## config.mk

```make
export PLATFORM = sky130hd
export DESIGN_NAME = bcd_serial_adder
export DESIGN_NICKNAME = d
export VERILOG_FILES = /design/src/rtl/bcd_serial_adder_pkg.sv /design/src/rtl/bcd_serial_adder_digit_add.sv /design/src/rtl/bcd_serial_adder.sv
export SDC_FILE = /design/constraint.sdc
export NUM_CORES = 1
export LEC_CHECK = 0
export CORE_MARGIN = 2
export CORE_UTILIZATION = 35
export CTS_BUF_LIST = sky130_fd_sc_hd__clkbuf_8 sky130_fd_sc_hd__clkbuf_16
export CTS_CLUSTER_SIZE = 40
export DETAILED_ROUTE_END_ITERATION = 8
export GPL_ROUTABILITY_DRIVEN = 0
export PLACE_DENSITY = 0.64
export SLEW_MARGIN = 20
export SYNTH_ARGS = -nofsm -noshare
export SYNTH_HDL_FRONTEND = slang
export SYNTH_SLANG_ARGS = --single-unit
```

## constraint.sdc

```tcl
create_clock -name clk -period 4.9 [get_ports clk]
set_clock_uncertainty 0.15 [all_clocks]
set_input_delay 1.47 -clock clk [delete_from_list [all_inputs] [get_ports clk]]
set_output_delay 1.47 -clock clk [all_outputs]
set_load 0.1 [all_outputs]
```

## src/rtl/bcd_serial_adder_pkg.sv

```systemverilog
`default_nettype none
// ============================================================================
//  Module      : bcd_serial_adder_pkg
//  Description : Shared state encoding, BCD constants and digit helper for
//                the digit-serial BCD adder/subtractor.
//  Revision    : 1.0  initial release
// ============================================================================
package bcd_serial_adder_pkg;

    // Sequencer states: idle/accepting, digit processing, result strobe
    typedef enum logic [1:0] {
        ST_IDLE = 2'd0,
        ST_RUN  = 2'd1,
        ST_DONE = 2'd2
    } state_t;

    // Largest legal BCD digit and the decimal-adjust offset
    localparam logic [3:0] BCD_MAX  = 4'd9;
    localparam logic [3:0] BCD_CORR = 4'd6;

    // True when a 4-bit nibble is not a legal BCD digit
    function automatic logic digit_invalid(input logic [3:0] d);
        return (d > BCD_MAX);
    endfunction

endpackage : bcd_serial_adder_pkg
`default_nettype wire

```

## src/rtl/bcd_serial_adder_digit_add.sv

```systemverilog
`default_nettype none
// ============================================================================
//  Module      : bcd_digit_add
//  Description : Single-digit BCD adder with decimal carry in/out. Binary sum
//                above 9 is adjusted by +6 modulo 16 and raises the carry.
//  Revision    : 1.0  initial release
// ============================================================================
module bcd_digit_add
    import bcd_serial_adder_pkg::*;
(
    input  logic [3:0] a,
    input  logic [3:0] b,
    input  logic       c_in,
    output logic [3:0] s,
    output logic       c_out
);

    logic [4:0] w_raw;

    // Binary add then decimal adjust; the +6 wraps within the nibble
    always_comb begin
        w_raw = {1'b0, a} + {1'b0, b} + {4'b0000, c_in};
        if (w_raw > {1'b0, BCD_MAX}) begin
            s     = w_raw[3:0] + BCD_CORR;
            c_out = 1'b1;
        end else begin
            s     = w_raw[3:0];
            c_out = 1'b0;
        end
    end

endmodule : bcd_digit_add
`default_nettype wire

```

## src/rtl/bcd_serial_adder.sv

```systemverilog
`default_nettype none
// ============================================================================
//  Module      : bcd_serial_adder
//  Description : Digit-serial packed-BCD adder/subtractor. One digit per
//                clock, LSD first, start/ready/done handshake. Subtraction is
//                A + nines-complement(B) + 1; cout then reports the borrow.
//  Revision    : 1.0  initial release
// ============================================================================
module bcd_serial_adder
    import bcd_serial_adder_pkg::*;
#(
    parameter int DIGITS = 4
) (
    input  logic                  clk,
    input  logic                  reset,
    input  logic                  start,
    input  logic                  sub,
    input  logic                  cin,
    input  logic [4*DIGITS-1:0]   a,
    input  logic [4*DIGITS-1:0]   b,
    output logic                  ready,
    output logic                  done,
    output logic [4*DIGITS-1:0]   sum,
    output logic                  cout,
    output logic                  err
);

    localparam int W     = 4 * DIGITS;
    localparam int IDX_W = (DIGITS > 1) ? $clog2(DIGITS) : 1;
    localparam logic [IDX_W-1:0] c_last_idx = IDX_W'(DIGITS - 1);

    state_t             r_state;
    logic [W-1:0]       r_a;
    logic [W-1:0]       r_b;
    logic [W-1:0]       r_res;
    logic               r_sub;
    logic               r_carry;
    logic               r_err_int;
    logic [IDX_W-1:0]   r_idx;

    logic [3:0]         w_a_dig;
    logic [3:0]         w_b_dig;
    logic [3:0]         w_b_eff;
    logic [3:0]         w_dig;
    logic               w_c_out;
    logic               w_in_err;
    logic [W-1:0]       w_res_next;

    // Select the current digit pair and nines-complement B when subtracting
    always_comb begin
        w_a_dig = r_a[{r_idx, 2'b00} +: 4];
        w_b_dig = r_b[{r_idx, 2'b00} +: 4];
        w_b_eff = r_sub ? (BCD_MAX - w_b_dig) : w_b_dig;
    end

    // Single time-shared digit adder
    bcd_digit_add u_digit_add (
        .a     (w_a_dig),
        .b     (w_b_eff),
        .c_in  (r_carry),
        .s     (w_dig),
        .c_out (w_c_out)
    );

    // Result with the current digit merged in, so the last digit can be
    // published in the same edge that enters DONE
    always_comb begin
        w_res_next = r_res;
        w_res_next[{r_idx, 2'b00} +: 4] = w_dig;
    end

    // Flag any non-BCD nibble on the incoming operands
    always_comb begin
        w_in_err = 1'b0;
        for (int i = 0; i < DIGITS; i++) begin
            if (digit_invalid(a[4*i +: 4]) || digit_invalid(b[4*i +: 4])) begin
                w_in_err = 1'b1;
            end
        end
    end

    // Sequencer with registered handshake and result outputs
    always_ff @(posedge clk or posedge reset) begin
        if (reset) begin
            r_state   <= ST_IDLE;
            r_a       <= '0;
            r_b       <= '0;
            r_res     <= '0;
            r_sub     <= 1'b0;
            r_carry   <= 1'b0;
            r_err_int <= 1'b0;
            r_idx     <= '0;
            ready     <= 1'b1;
            done      <= 1'b0;
            sum       <= '0;
            cout      <= 1'b0;
            err       <= 1'b0;
        end else begin
            done <= 1'b0;
            case (r_state)
                ST_IDLE: begin
                    if (start) begin
                        r_a       <= a;
                        r_b       <= b;
                        r_sub     <= sub;
                        r_carry   <= sub ? 1'b1 : cin;
                        r_idx     <= '0;
                        r_err_int <= w_in_err;
                        r_state   <= ST_RUN;
                        ready     <= 1'b0;
                    end
                end
                ST_RUN: begin
                    r_res   <= w_res_next;
                    r_carry <= w_c_out;
                    if (r_idx == c_last_idx) begin
                        r_state <= ST_DONE;
                        done    <= 1'b1;
                        if (r_err_int) begin
                            sum  <= '0;
                            cout <= 1'b0;
                            err  <= 1'b1;
                        end else begin
                            sum  <= w_res_next;
                            cout <= r_sub ? ~w_c_out : w_c_out;
                            err  <= 1'b0;
                        end
                    end else begin
                        r_idx <= r_idx + 1'b1;
                    end
                end
                ST_DONE: begin
                    r_state <= ST_IDLE;
                    ready   <= 1'b1;
                end
                default: begin
                    r_state <= ST_IDLE;
                    ready   <= 1'b1;
                end
            endcase
        end
    end

endmodule : bcd_serial_adder
`default_nettype wire

```

==> impl_metrics.json, run 1 <==
{
  "synth_area_per_cell_um2": 12.2,
  "firstDrtPassIters": 4,
  "drive_above_1_share": 0.204,
  "grt_pass1_wl_um": 12600,
  "design_area_um2": 4450,
  "gr-usage-met3": 0.0312,
  "gr-usage-met2": 0.213,
  "drc": 0,
  "fmax_mhz": 243,
  "synth_top_cells_by_area": "dfrtp_1, mux2_2, mux4_2",
  "grt-ovfl-total": 0,
  "grt_pass1_vias": 2482,
  "clk_root_buffer_cell": "clkbuf_8",
  "synth_top_family_by_area": "multiplexers",
  "worst-path-max-fanout": 15,
  "cts_tree": "built",
  "synth_mux_area_frac": 0.163,
  "postCtsSetupBuffers": 0,
  "drv_cap": 0,
  "synthTopCellsByCount": "dfrtp_1, mux2_2, nand2_1",
  "area_growth_pct": 25.3,
  "use_met1": 0.210,
  "die_w_um": 105,
  "yosys_warnings": 0,
  "nets": 402,
  "grt_max_degree": 76,
  "fin_crit_sh": 0.841,
  "io_buffers": 56,
  "rsz0062_at_grt": "false",
  "synth_fa_ha_area_frac": 0.0500,
  "ys.flop_type": "dfrtp_1",
  "worstSkewPairLatency_ns": 0.35,
  "status": "completed",
  "slew_headroom": 0.349,
  "clkSinkCount": 75,
  "fin_crit_ns": 4.12,
  "n_fill_cell": 956,
  "crit_path_end_kind": "flop",
  "initial_core_util": 0.362,
  "synth_xor_area_frac": 0.0144,
  "ys_ff_latch": 75,
  "die_h_um": 105,
  "yosysMostFrequentCell": "dfrtp_1",
  "clk_pin_slew_ns": 0.09,
  "diodes": 0,
  "synth-async-reset-ratio": 1.00,
  "synth_edf_count": 0,
  "cts_made_buffers": 9,
  "drt_iter0_drc": 128,
  "placementRows": 36,
  "dp_hpwl_um": 5490,
  "avgViaCountPerCell": 5.07,
  "cts-htree-levels": 3,
  "synth_nets": 342,
  "yosysTopAreaCell": "dfrtp_1",
  "via_count": 2483,
  "netlist_area_um2": 3550,
  "cts_max_path_buffers": 2,
  "synth_top_area_frac": 0.521,
  "cts-resized-gates": 0,
  "core_area_um2": 9820,
  "drt_wl_total_um": 7510,
  "synth_cells": 292,
  "grt.total_usage": 0.144,
  "busiest_layer": "met2",
  "required_ns": 4.96,
  "synth_cell_types": 41,
  "slew_viol_final": 0,
  "finalSetupViolCount": 0,
  "crit_path_start_kind": "flop",
  "wl_per_cell_um": 15.3,
  "antenna_found_initial": 0,
  "die-area_um2": 11000,
  "hp-class": "flop to flop",
  "io_pins": 57,
  "synth_compound_area_frac": 0.140,
  "hold_ws_ns": 0.335,
  "drtAntennaViolNets": 0,
  "critPathArrivalTime_ns": 4.18,
  "synthSimpleGateAreaFrac": 0.0722,
  "worst_slew_pin_slew_ns": 0.974,
  "cts_hold_buf": 0,
  "fin_setup_tns_ns": 0,
  "post_dp_cell_area_um2": 4270,
  "ys_seq_area_frac": 0.529,
  "hold_viol_final": 0,
  "crit_type": "flop to flop"
}
==> kinds of logic after synthesis <==
logic type | after synthesis
AOI/OAI and AO/OA | 75
xor gates and xnor gates | 5
adders and majority gates | 13
buffers and inverters | 28
DFF | 75
muxes | 43
and+or+nand+nor | 53
==> sequential cells by signal, summed over array words and instances (netlist names) <==
signal,cells
cout,1
done,1
err,1
r_a,16
r_b,16
r_carry,1
r_err_int,1
r_idx,2
r_res,16
r_state,2
r_sub,1
ready,1
sum,16
==> metrics by stage <==
| step | util | setup slack (ns) | cells |
|---|---|---|---|
| floorplan | - | 1.23 | 292 |
| finish | 0.453 | 0.780 | 490 |
| detailed placement | 0.434 | 0.682 | 474 |
| global route | 0.453 | 0.392 | 490 |
| CTS | 0.453 | 0.679 | 490 |
| global placement | 0.434 | 0.919 | 474 |
==> critical path: stages, from the launching register on <==
cell      delay (ns)
dfrtp_1         0.84
mux4_2          0.60
xnor2_1         0.21
fa_1            0.21
inv_1           0.05
fa_1            0.41
xnor2_1         0.19
ha_1            0.25
a22oi_2         0.24
o21bai_1        0.10
a31oi_1         0.50
o21ai_0         0.21
==> final cells by class <==
| cell class | instances | area, µm² | share of cell area |
|---|---|---|---|
| sequential | 75 | 1880 | 0.422 |
| multi-input combinational | 189 | 1560 | 0.351 |
| timing repair buffer | 58 | 588 | 0.132 |
| tap | 133 | 166 | 0.0374 |
| clock buffer | 9 | 124 | 0.0278 |
| inverter | 19 | 71.3 | 0.0160 |
| clock inverter | 7 | 58.8 | 0.0132 |
==> layer usage <==
metal | share of wire | routed length [µm] | vias to the layer above
met3 | 0.046 | 348 | 8
met1 | 0.50 | 3730 | 1218
met4 | 0.0096 | 72 | 0
li1 | - | - | 1184
met2 | 0.45 | 3360 | 73
met5 | 0 | 0 | -
==> path summary, 6_finish.rpt <==
kind                                      start                    end  slack (ns)  cells after the start
max                        r_idx[0]$_DFFE_PP0P_    sum[15]$_DFFE_PP0P_        0.78                     11
max in group asynchronous                 reset      ready$_DFFE_PP1P_        2.90                      3
min in group asynchronous                 reset  r_res[13]$_DFFE_PP0P_        1.37                      3
min reg2reg                r_res[2]$_DFFE_PP0P_   r_res[2]$_DFFE_PP0P_        0.34                      2
min                        r_res[2]$_DFFE_PP0P_   r_res[2]$_DFFE_PP0P_        0.34                      2
max reg2reg                r_idx[0]$_DFFE_PP0P_    sum[15]$_DFFE_PP0P_        0.78                     11
==> cell usage in the layout (no fill, tap or decap), types with 3 or more instances in the layout <==
master / count
a22o_1: 9
a22oi_1: 12
clkbuf_8: 9
clkdlybuf4s50_1: 56
dfrtp_1: 74
ha_1: 11
inv_1: 18
inv_6: 3
mux2_2: 34
mux4_2: 8
nand2_1: 28
nor2_1: 7
nor3_1: 4
o21ai_0: 26
o21ai_1: 9
o22ai_1: 5
xnor2_1: 4
Power of run 1 is not shown: default switching activity piles up to over one toggle a cycle in this logic, so the estimate is an artifact.
==> run 2, diff against run 1 <==
Clock period 4.9 ns to 4.3 ns, I/O delays scaled along.
==> run 2 against run 1 <==
  * Setup slack got worse by 0.36 ns
  * Via count rose by 2.6%
  * Critical endpoint is now sum[6]$_DFFE_PP0P_
  * Worst hold slack improved by 0.0061 ns
  * Routed wire length rose by 2.1%
  * Core utilization rose by 0.90 points
  * First-iteration DRC count fell by 23%
  * Final cell count rose by 1.0%
  * Critical path depth did not move
==> impl_metrics.json, run 2 (synthesis gave the netlist of run 1 again) <==
{
  "placementRows": 36,
  "hold_viol_final": 0,
  "drt_iter0_drc": 98,
  "cts_made_buffers": 9,
  "io_buffers": 56,
  "fin_crit_ns": 3.88,
  "drt_wl_total_um": 7670,
  "fmax_mhz": 258,
  "drc": 0,
  "nets": 407,
  "drive_above_1_share": 0.218,
  "cp_cell_sequence": "mux4_2, xnor2_1, fa_1, inv_1, fa_1, xnor2_1, ha_1, a22oi_2, a31oi_4, mux2_4, o21ai_0",
  "fin_crit_sh": 0.902,
  "max_stage_delay_ns": 0.64,
  "clk_root_buffer_cell": "clkbuf_8",
  "ff2ff_path_depth": 11,
  "hold_depth": 2,
  "clkSinkCount": 75,
  "grt-ovfl-total": 0,
  "postCtsSetupBuffers": 0,
  "hp-class": "flop to flop",
  "cts_tree": "built",
  "initial_core_util": 0.362,
  "slew_viol_final": 0,
  "diodes": 0,
  "grt_max_degree": 42,
  "cts_max_path_buffers": 2,
  "required_ns": 4.41,
  "grt.total_usage": 0.149,
  "crit_type": "flop to flop",
  "status": "completed",
  "die_h_um": 105,
  "grt_pass1_vias": 2690,
  "via_count": 2547,
  "drv_cap": 0,
  "crit_path_start_kind": "flop",
  "io_pins": 57,
  "finalSetupViolCount": 0,
  "slew_headroom": 0.345,
  "cts-htree-levels": 3,
  "worst_slew_pin_slew_ns": 0.979,
  "clk_pin_slew_ns": 0.08,
  "dp_hpwl_um": 5610,
  "core_area_um2": 9820,
  "fin_setup_tns_ns": 0,
  "worst-path-max-fanout": 8,
  "worstSkewPairLatency_ns": 0.35,
  "critPathArrivalTime_ns": 3.99,
  "crit_path_end_kind": "flop",
  "most-common-layout-cells": "dfrtp_1, clkdlybuf4s50_1, mux2_2, nand2_1, o21ai_0",
  "firstDrtPassIters": 4,
  "avgViaCountPerCell": 5.15,
  "final_common_cell": "dfrtp_1",
  "drtAntennaViolNets": 0,
  "fin_util": 0.462,
  "cts-resized-gates": 0,
  "wl_per_cell_um": 15.5,
  "cts_hold_buf": 0,
  "area_growth_pct": 27.8,
  "grt_pass1_wl_um": 13100,
  "die-area_um2": 11000,
  "antenna_found_initial": 0,
  "die_w_um": 105,
  "cpMaxStageDelayCell": "dfrtp_1",
  "rsz0062_at_grt": "false"
}
==> run 2: final timing paths <==
| kind | startpoint | endpoint | slack [ns] |
|---|---|---|---|
| setup / recovery | r_idx[0]$_DFFE_PP0P_ | sum[6]$_DFFE_PP0P_ | 0.42 |
| hold / removal | r_res[5]$_DFFE_PP0P_ | r_res[5]$_DFFE_PP0P_ | 0.34 |
| setup reg to reg | r_idx[0]$_DFFE_PP0P_ | sum[6]$_DFFE_PP0P_ | 0.42 |
| hold reg to reg | r_res[5]$_DFFE_PP0P_ | r_res[5]$_DFFE_PP0P_ | 0.34 |
| max in group asynchronous | reset | r_b[4]$_DFFE_PP0P_ | 2.39 |
| min in group asynchronous | reset | sum[15]$_DFFE_PP0P_ | 1.22 |
==> run 2: layer usage <==
layer / vias up / global-route usage / wire length, µm
met5: - / 0 / 0
met4: 0 / 0.0371 / 62
met3: 7 / 0.0412 / 420
met2: 75 / 0.239 / 3580
met1: 1286 / 0.201 / 3610
li1: 1179 / - / -
==> run 2: critical path, delay by kind of cell, from the launching register on <==
| family | cells | cell delay (ns) |
|---|---|---|
| buffers and inverters | 1 | 0.05 |
| flip-flops | 1 | 0.64 |
| adder cells (fa/ha/maj) | 3 | 0.87 |
| multiplexers | 2 | 0.95 |
| AO/OA/AOI/OAI | 3 | 0.59 |
| XOR/XNOR | 2 | 0.53 |
==> run 2: per-stage QoR <==
stage	hold WS [ns]	area, µm²	setup WS [ns]	instances
after CTS	0.347	4540	0.379	495
after global placement	0.313	4290	0.541	479
after global routing	0.367	4540	0.124	495
final	0.341	4540	0.423	495
after floorplan	0.301	3550	0.629	292
after detailed placement	0.329	4290	0.396	479
==> run 2: cell type report <==
type | count | area (µm²)
clock buffer | 10 | 138
sequential | 75 | 1880
clock inverter | 6 | 111
inverter | 19 | 71.3
fill | 955 | 5280
multi-input combinational | 189 | 1560
timing repair buffer | 63 | 611
tap | 133 | 166
Power of run 2 is left out for the same reason.
==> run 3, diff against run 2 <==
Settings changed: CTS_BUF_LIST sky130_fd_sc_hd__clkbuf_8 sky130_fd_sc_hd__clkbuf_16 to sky130_fd_sc_hd__clkbuf_4 sky130_fd_sc_hd__clkbuf_8.
==> results of run 3 <==
No change in the layout: final DEF, timing and power equal those of run 2.
Power of run 3 is left out for the same reason.
